File: config.mk
export PLATFORM = sky130hd
export DESIGN_NAME = alu_check_vec_mem
export DESIGN_NICKNAME = d
export VERILOG_FILES = /design/src/rtl/alu_check_vec_mem.sv
export SDC_FILE = /design/constraint.sdc
export NUM_CORES = 1
export LEC_CHECK = 0
export BUFFER_PORTS_ARGS = -buffer_cell sky130_fd_sc_hd__buf_4
export CAP_MARGIN = 30
export CELL_PAD_IN_SITES_DETAIL_PLACEMENT = 1
export CELL_PAD_IN_SITES_GLOBAL_PLACEMENT = 1
export CORE_ASPECT_RATIO = 0.9
export CORE_UTILIZATION = 35
export DETAILED_ROUTE_END_ITERATION = 8
export PLACE_DENSITY = 0.52
export REMOVE_ABC_BUFFERS = 1
export SYNTH_ARGS = -nofsm -noshare
export SYNTH_HDL_FRONTEND = slang
export SYNTH_SLANG_ARGS = --single-unit
File: constraint.sdc
create_clock -name clk -period 1.9 [get_ports clk]
set_input_delay 0 -clock clk [delete_from_list [all_inputs] [get_ports clk]]
set_output_delay 0 -clock clk [all_outputs]
set_load 0.03 [all_outputs]
File: src/rtl/alu_check_vec_mem.sv
// Vector table storage for alu_vector_checker.
// DEPTH entries of WIDTH bits; one synchronous write port, one asynchronous
// read port. Contents are deliberately not reset so a loaded table survives
// a checker reset.
//   clk       in   write clock
//   i_wr_en   in   write strobe
//   i_wr_addr in   write index
//   i_wr_data in   entry to write
//   i_rd_addr in   read index
//   o_rd_data out  entry at i_rd_addr (combinational)
module alu_check_vec_mem #(
   parameter  int unsigned WIDTH = 8,
   parameter  int unsigned DEPTH = 16,
   localparam int unsigned AW    = $clog2(DEPTH)
) (
   input  logic             clk,
   input  logic             i_wr_en,
   input  logic [AW-1:0]    i_wr_addr,
   input  logic [WIDTH-1:0] i_wr_data,
   input  logic [AW-1:0]    i_rd_addr,
   output logic [WIDTH-1:0] o_rd_data
);

   logic [WIDTH-1:0] r_mem [DEPTH];

   // Write port
   always_ff @(posedge clk) begin
      if (i_wr_en) begin
         r_mem[i_wr_addr] <= i_wr_data;
      end
   end

   // Read port
   assign o_rd_data = r_mem[i_rd_addr];

endmodule

==> flow_summary_export.csv, run 1 <==
group,metric,value,unit
outcome,status,"finished clean",
sta,fmax,545.9,MHz
logic_synthesis,syn_area,4987,sq um
logic_synthesis,ys_ff_latch,128,
clock_network,htree_levels,4,
layout,largest_register_ffs,128,
place,hpwlAfterDp,6.675,mm
floorplan,die_h,115.2,um
sta,timing.final.hold_violations,0,
layout,register_area,3844,sq um
layout,diodes,0,
route,wl_met3,412,um
logic_synthesis,yosysTopAreaCell,"edfxtp_1",
clock_network,clockBufferDepth,2,
clock_network,cts.sinks,128,
floorplan,dieArea,14730,sq um
setup_path,end_kind,"output port",
floorplan,initial_core_util,35.74,%
setup_path,crit_path_start_kind,"flip-flop",
hold_path,min_to,"r_mem[8][0]",
floorplan,rows,41,
layout,multi_input_area,1066,sq um
layout,top_regs,"r_mem: 128 flops",
logic_synthesis,synth-warning-count,0,
sta,worstMarginPinSlew,451.4,ps
logic_synthesis,synth_most_common_cell,"edfxtp_1",
logic_synthesis,ys_seq_area_share,77.07,%
route,ant_nets,0,
sta,setup-violations-final,0,
logic_synthesis,ys_types,18,
route,avgViaCountPerCell,4.873,
sta,rsz0062_at_grt,"false",
layout,syn2layout_area_growth,22.58,%
clock_network,clkTransAtPathRegs,50,ps
route,wl_per_cell,21.17,um
route,drt_wl_total,10.37,mm
sta,period_share,96.41,%
clock_network,post_cts.repair.setup_buffers,0,
hold_path,min-delay-start,"i_wr_addr[1]",
floorplan,core,13950,sq um
sta,fin_crit,1832,ps
clock_network,cts_buffers,17,
route,dr.pass1.iters,4,
global_route,grt_pass1_wl,15.61,mm
layout,nFillCells,1350,
layout,final_util,43.81,%
hold_path,hold-path-cell-count,3,
place,gp_congestion,0.6834,
route,first_iter_violations,156,
place,dp_slack,304.5,ps
layout,drive_gt1_share,30.98,%
floorplan,ios,26,
route,wl_met2,4.898,mm
logic_synthesis,netlist_top_cells_count,"edfxtp_1 (128), mux4_2 (18), a22oi_1 (16)",
global_route,grt_pass1_vias,2608,
sta,hold_ws,140.6,ps
setup_path,critPathRequiredTime,1900,ps
logic_synthesis,async_flop_share,0,%
flow_run,drv_cap,0,
sta,fin_ws,68.26,ps
setup_path,crit_type,"reg -> out",
sta,finalMaxSlewViolations,0,
setup_path,worstPathArrival,1830,ps
logic_synthesis,netlist_top_cells_area,"edfxtp_1 (77%), mux4_2 (8.1%), mux4_1 (7.4%)",
global_route,antenna_found_initial,0,
power_and_ir_drop,ir_drop,0.0005846,V
clock_network,cts_root_buf,"clkbuf_16",
layout,regMostFlops,"r_mem",
layout,finalNonFillerCells,490,
sta,setup_tns,0,ps
layout,fin_nets,303,
global_route,grt_use_total,15.58,%
place,io_buffers,25,
logic_synthesis,synthFlopType,"edfxtp_1",
logic_synthesis,syn_avg_cell_area,22.57,sq um
setup_path,path_max_fanout,1,
route,wl_met1,4.999,mm
power_and_ir_drop,p_leak,2.055,nW
hold_path,hp-class,"in -> reg",
place,dp_cells,449,
logic_synthesis,syn-instance-count,221,
sta,max_slew_margin,69.91,%
logic_synthesis,yosys.area.top_type_share,77.07,%
route,maxUsedRoutingLayer,"met4",
floorplan,die_x,127.8,um
global_route,gr-total-overflow,0,
route,drcViolationCount,0,
power_and_ir_drop,powerDensity,1047,nW/um^2
route,vias,2388,
global_route,grt_start_max_net_pins,33,
clock_network,cts_tree,"done",
logic_synthesis,synth-edff-count,128,
## cell type report
type | count | share of cell area, %
Clock inverter | 10 | 1.167
Clock buffer | 21 | 7.204
Sequential cell | 128 | 62.87
Multi-Input combinational cell | 83 | 17.44
Tap cell | 193 | 3.950
Timing Repair Buffer | 55 | 7.368
## layer usage
layer  vias to the layer above  track usage [%]
li1                       1074                -
met1                      1257            21.17
met2                        53            23.84
met3                         4            5.026
met4                         0            5.176
met5                         -                0
## layout by cell type (no fill, tap or decap), drive strengths merged
cell type	n
a22oi	16
nand2b	2
clkinv	9
bufinv	1
nand3	1
and2b	1
nand2	9
nand3b	2
and2	1
nor3	4
nor2b	1
edfxtp	128
nor2	13
clkbuf	21
mux4	32
buf	45
or3b	1
dlygate4sd3	10
## per-stage QoR
step / cell area (sq um) / power (mW)
finish: 6113 / 6.400
global route: 6113 / 6.600
CTS: 6110 / 6.469
detailed placement: 5493 / 3.620
global placement: 5493 / 3.613
floorplan: 4901 / 3.411
## kinds of logic after synthesis
| family | Yosys count | synth area share [%] |
|---|---|---|
| flops | 128 | 77.07 |
| simple gates | 35 | 3.287 |
| buf+inv | 10 | 1.731 |
| compound gates | 16 | 2.409 |
| mux | 32 | 15.50 |
## power by group
part | leakage, nW | total [mW] | internal, mW | switching, mW
Clock | 0.257 | 2.82 | 1.76 | 1.07
Combinational | 0.642 | 0.395 | 0.170 | 0.225
Sequential | 1.16 | 3.18 | 3.17 | 0.0112
Total | 2.06 | 6.40 | 5.10 | 1.30
## worst max-delay path by stage
stage,start,end,cells after the start
final,r_mem[1][0],o_rd_data[0],4
after global routing,r_mem[3][4],o_rd_data[4],4
after CTS,r_mem[1][0],o_rd_data[0],4
after detailed placement,i_rd_addr[0],o_rd_data[1],6
after global placement,i_rd_addr[0],o_rd_data[1],6
after floorplan,i_wr_addr[2],r_mem[0][0],2
## worst max-delay path, cell delays in order, from the launching register on
cell and delay (ps):
edfxtp_1 350, mux4_1 520, a22oi_2 240, nand2_2 120
buf_4 190
## repair_timing
| item | 4_1_cts | 5_1_grt |
|---|---|---|
| hold endpoints to repair | 129 | 0 |
| gates resized for setup | 1 | 3 |
| pin swaps | 0 | 0 |
| setup endpoints to repair | 1 | 2 |
| hold buffers | 10 | 0 |
No activity file was read; power rests on OpenSTA's default activity.
==> run 2, diff against run 1 <==
--- a/config.mk
+++ b/config.mk
@@ -5,14 +5,14 @@
 export SDC_FILE = /design/constraint.sdc
 export NUM_CORES = 1
 export LEC_CHECK = 0
-export BUFFER_PORTS_ARGS = -buffer_cell sky130_fd_sc_hd__buf_4
 export CAP_MARGIN = 30
 export CELL_PAD_IN_SITES_DETAIL_PLACEMENT = 1
 export CELL_PAD_IN_SITES_GLOBAL_PLACEMENT = 1
 export CORE_ASPECT_RATIO = 0.9
 export CORE_UTILIZATION = 35
 export DETAILED_ROUTE_END_ITERATION = 8
-export PLACE_DENSITY = 0.52
+export DONT_BUFFER_PORTS = 1
+export PLACE_DENSITY = 0.51
 export REMOVE_ABC_BUFFERS = 1
 export SYNTH_ARGS = -nofsm -noshare
 export SYNTH_HDL_FRONTEND = slang
==> run 2 against run 1 <==
  * Critical path depth shrank 1
  * Cell count shrank 4.5%
  * Design area shrank 1.0%
  * Critical path type unchanged
  * Highest routed layer unchanged
==> flow_summary_export.csv, run 2 (synthesized netlist as in run 1, its figures left out) <==
group,metric,value,unit
route,first_iter_violations,126,
global_route,use_met2,24.96,%
layout,fin_nets,279,
layout,most-common-layout-cells,"edfxtp_1 (128), buf_4 (20), mux4_2 (18)",
layout,syn2layout_area_growth,21.35,%
sta,max_slew_margin,59.61,%
setup_path,crit_type,"reg -> out",
layout,multi_input_area,1062,sq um
global_route,gr-total-overflow,0,
global_route,antenna_found_initial,1,
sta,period_share,96.35,%
route,avgViaCountPerCell,4.957,
clock_network,clkTransAtPathRegs,60,ps
floorplan,ios,26,
sta,setup-violations-final,0,
route,drcViolationCount,0,
power_and_ir_drop,powerDensity,1154,nW/um^2
setup_path,end_kind,"output port",
sta,setup_tns,0,ps
sta,fin_crit,1831,ps
sta,worstMarginPinSlew,603.8,ps
global_route,grt.met3_usage,4.793,%
sta,rsz0062_at_grt,"false",
floorplan,die_x,127.8,um
global_route,grt_pass1_wl,16.08,mm
clock_network,cts_root_buf,"clkbuf_16",
layout,drive_gt1_share,25.55,%
flow_run,drv_cap,0,
global_route,grt_start_max_net_pins,33,
route,wl_per_cell,22.81,um
layout,nFillCells,1328,
layout,register_area,3844,sq um
clock_network,cts_tree,"done",
global_route,met1_usage,21.22,%
setup_path,path_max_fanout,1,
clock_network,cts.sinks,128,
route,dr.pass1.iters,4,
setup_path,critPathRequiredTime,1900,ps
floorplan,core,13950,sq um
route,drt_wl_total,10.68,mm
sta,hold_ws,44.16,ps
layout,fin_area,6052,sq um
clock_network,cts_buffers,17,
hold_path,hp-class,"in -> reg",
layout,top_regs,"r_mem: 128 flops",
floorplan,dieArea,14730,sq um
global_route,busiest_layer,"met2",
power_and_ir_drop,ir_drop,0.0007751,V
place,io_buffers,0,
route,vias,2320,
power_and_ir_drop,p_leak,1.988,nW
sta,timing.final.hold_violations,0,
floorplan,initial_core_util,35.74,%
place,hpwlAfterDp,6.743,mm
route,ant_nets,0,
layout,regMostFlops,"r_mem",
clock_network,htree_levels,4,
outcome,status,"finished clean",
sta,finalMaxSlewViolations,0,
setup_path,worstPathArrival,1830,ps
clock_network,clockBufferDepth,2,
sta,fmax,546.2,MHz
place,gp_congestion,0.7086,
place,place_area,5293,sq um
layout,final_common_cell,"edfxtp_1",
global_route,grt_use_total,16.09,%
clock_network,post_cts.repair.setup_buffers,0,
floorplan,rows,41,
floorplan,die_h,115.2,um
setup_path,crit_path_start_kind,"flip-flop",
global_route,grt_pass1_vias,2521,
layout,largest_register_ffs,128,
==> run 2: cell types whose count changed in the layout (fill, tap and decap cells not counted), moves of 3 or more <==
cell,previous run,this run
buf_4,44,20
clkinv_2,6,1
bufinv_16,1,5
clkbuf_1,4,1
==> run 2: timing repair <==
item                                   in CTS  in global routing
setup endpoints to repair                   0                  2
hold buffers                               11                  0
endpoints found under the hold margin     160                  0
gates resized for setup                     0                  2
==> run 2: metal layers <==
| metal | part of all wire, % | wire (um) | vias to the layer above |
|---|---|---|---|
| met5 | 0 | 0 | - |
| met4 | 1.4 | 153 | 0 |
| met3 | 3.8 | 409 | 11 |
| met2 | 48 | 5094 | 42 |
| met1 | 47 | 5019 | 1232 |
| li1 | - | - | 1035 |
==> run 2: per-stage QoR <==
step                power [mW]  worst slack, ps  instances  utilization (%)
global placement         3.476            451.8        424            37.93
floorplan                3.411            407.1        211                -
CTS                      7.061            16.36        467            43.32
detailed placement       3.479            472.1        424            37.93
global route             7.197            11.79        468            43.37
finish                   6.982            69.33        468            43.37
==> run 2: path summary, 6_finish.rpt <==
check	start	to	slack [ps]	cells past startpoint
max	r_mem[10][0]	o_rd_data[0]	70	3
min	i_wr_addr[1]	r_mem[11][2]	40	2
==> run 2: critical path, stage by stage (launching register included) <==
cell and delay, ps:
edfxtp_1 370, mux4_2 480, a22oi_1 260, nand2_1 310
==> run 2: power breakdown <==
group          total (mW)  internal [mW]  switching, mW
clock                3.51           2.33           1.18
combinational       0.293          0.120          0.173
sequential           3.18           3.17         0.0113
==> run 2: cell type report <==
| type | count | share of cell area, % |
|---|---|---|
| repair buffers | 31 | 4.300 |
| flip-flops and latches | 128 | 63.51 |
| clock buffers | 18 | 7.091 |
| diodes | 1 | 0.04135 |
| clock inverters | 14 | 3.515 |
| multi-input cells | 83 | 17.55 |
| well taps | 193 | 3.990 |
==> run 3, diff against run 2 <==
--- a/config.mk
+++ b/config.mk
@@ -9,6 +9,7 @@
 export CELL_PAD_IN_SITES_DETAIL_PLACEMENT = 1
 export CELL_PAD_IN_SITES_GLOBAL_PLACEMENT = 1
 export CORE_ASPECT_RATIO = 0.9
+export CORE_MARGIN = 5
 export CORE_UTILIZATION = 35
 export DETAILED_ROUTE_END_ITERATION = 8
 export DONT_BUFFER_PORTS = 1
==> run 3 against run 2 <==
  * Worst setup slack better by 46 ps
  * Cell count is 0.64% lower
  * Critical path depth stayed put
  * Wire length is 4.0% higher
  * Sequential power hardly changed
  * Critical path type unchanged
  * Critical endpoint is now o_rd_data[1]
  * Largest power group is now sequential cells
  * Highest routed layer is now met5
==> flow_summary_export.csv, run 3 (synthesized netlist as in run 1, its figures left out) <==
group,metric,value,unit
outcome,status,"finished clean",
sta,setup_tns,0,ps
setup_path,cp_slowest_cell,"mux4_1",
setup_path,end_kind,"output port",
layout,top_regs,"r_mem: 128 flops",
setup_path,worstPathArrival,1780,ps
setup_path,slowest_delay,500,ps
layout,fin_area,5934,sq um
route,avgViaCountPerCell,5.073,
hold_path,min_to,"r_mem[2][6]",
setup_path,crit_type,"reg -> out",
sta,fmax,560.5,MHz
clock_network,cts_root_buf,"clkbuf_16",
sta,worstMarginPinSlew,615.4,ps
place,io_buffers,0,
route,dr.pass1.iters,4,
clock_network,clockBufferDepth,2,
floorplan,die_x,135.8,um
route,vias,2359,
place,hpwlAfterDp,6.773,mm
hold_path,hold-path-cell-count,3,
layout,final_common_cell,"edfxtp_1",
setup_path,cp_cell_sequence,"mux4_1 -> a22oi_1 -> nand2_1",
power_and_ir_drop,p_leak,1.934,nW
clock_network,cts_buffers,17,
layout,most-common-layout-cells,"edfxtp_1 (128), mux4_2 (18), buf_4 (18)",
route,ant_nets,0,
power_and_ir_drop,ir_drop,0.0006329,V
place,place_area,5278,sq um
sta,timing.final.hold_violations,0,
sta,finalMaxSlewViolations,0,
layout,final_util,42.37,%
layout,drive_gt1_share,22.88,%
layout,syn2layout_area_growth,18.99,%
power_and_ir_drop,p_total,6.426,mW
setup_path,critPathRequiredTime,1900,ps
floorplan,die_h,123.2,um
sta,rsz0062_at_grt,"false",
floorplan,rows,41,
setup_path,crit_path_start_kind,"flip-flop",
power_and_ir_drop,powerDensity,1083,nW/um^2
layout,regMostFlops,"r_mem",
hold_path,hp-class,"in -> reg",
sta,max_slew_margin,58.84,%
floorplan,initial_core_util,35.61,%
floorplan,dieArea,16740,sq um
route,first_iter_violations,144,
global_route,antenna_found_initial,2,
hold_path,min-delay-start,"i_wr_addr[3]",
floorplan,ios,26,
clock_network,post_cts.repair.setup_buffers,0,
sta,fin_crit,1784,ps
layout,nFillCells,1323,
clock_network,cts.sinks,128,
place,gp_congestion,0.6585,
clock_network,cts_tree,"done",
layout,fin_nets,277,
sta,setup-violations-final,0,
flow_run,drv_cap,0,
layout,largest_register_ffs,128,
sta,hold_ws,115.8,ps
global_route,gr-total-overflow,0,
clock_network,clkTransAtPathRegs,50,ps
global_route,grt_start_max_net_pins,33,
floorplan,core,14000,sq um
sta,period_share,93.90,%
global_route,grt_pass1_vias,2617,
setup_path,path_max_fanout,1,
route,wl_per_cell,23.89,um
clock_network,htree_levels,4,
global_route,grt_pass1_wl,16.54,mm
route,drcViolationCount,0,
global_route,grt_use_total,14.43,%
route,drt_wl_total,11.11,mm
-- run 3: through the flow --
| stage | cells | setup slack (ps) |
|---|---|---|
| 2_1_floorplan | 211 | 407.1 |
| 3_3_place_gp | 422 | 472.8 |
| 3_5_place_dp | 422 | 454.0 |
| 4_1_cts | 464 | 0.5222 |
| 5_1_grt | 465 | 10.64 |
| 6_report | 465 | 115.8 |
-- run 3: repair_timing --
action                                  CTS  global route
hold endpoints to repair                160             0
resized for setup                         0             3
endpoints found under the setup margin    0             2
hold buffers                             11             0
-- run 3: final cells by class --
type                       count  area, sq um  share of cell area [%]
antenna                        1        2.502                 0.04217
clock buffer                  20        436.7                   7.358
clock inverter                11        97.59                   1.645
multi-input combinational     83         1067                   17.98
sequential                   128         3844                   64.77
tap                          193        241.5                   4.069
timing repair buffer          29        245.2                   4.132
-- run 3: metal layers --
layer  GRT usage [%]  up-vias  wire, um
met1           19.37     1257      5197
met3           5.004       12       691
met4           6.171        2        77
met2           21.52       62      5134
li1                -     1026         -
met5               0        -         7
-- run 3: worst max path at each step --
| stage | slack [ps] | to | startpoint |
|---|---|---|---|
| 2_1_floorplan | 410 | r_mem[0][0] | i_wr_addr[2] |
| 3_3_place_gp | 470 | o_rd_data[2] | r_mem[1][2] |
| 3_5_place_dp | 450 | o_rd_data[2] | r_mem[2][2] |
| 4_1_cts | 0.5 | o_rd_data[2] | r_mem[2][2] |
| 5_1_grt | 10 | o_rd_data[5] | r_mem[1][5] |
| 6_report | 120 | o_rd_data[1] | r_mem[9][1] |
-- run 3: power breakdown --
part	internal (mW)	total, mW	switching, mW
registers	3.17	3.18	0.0110
logic	0.119	0.299	0.180
clock network	1.88	2.95	1.06
total	5.17	6.43	1.26
-- run 3: worst max-delay path, delay by kind of cell (launching register included) --
family / cells / cell delay, ps
flops: 1 / 350
mux: 1 / 500
simple gates: 1 / 270
compound gates: 1 / 250
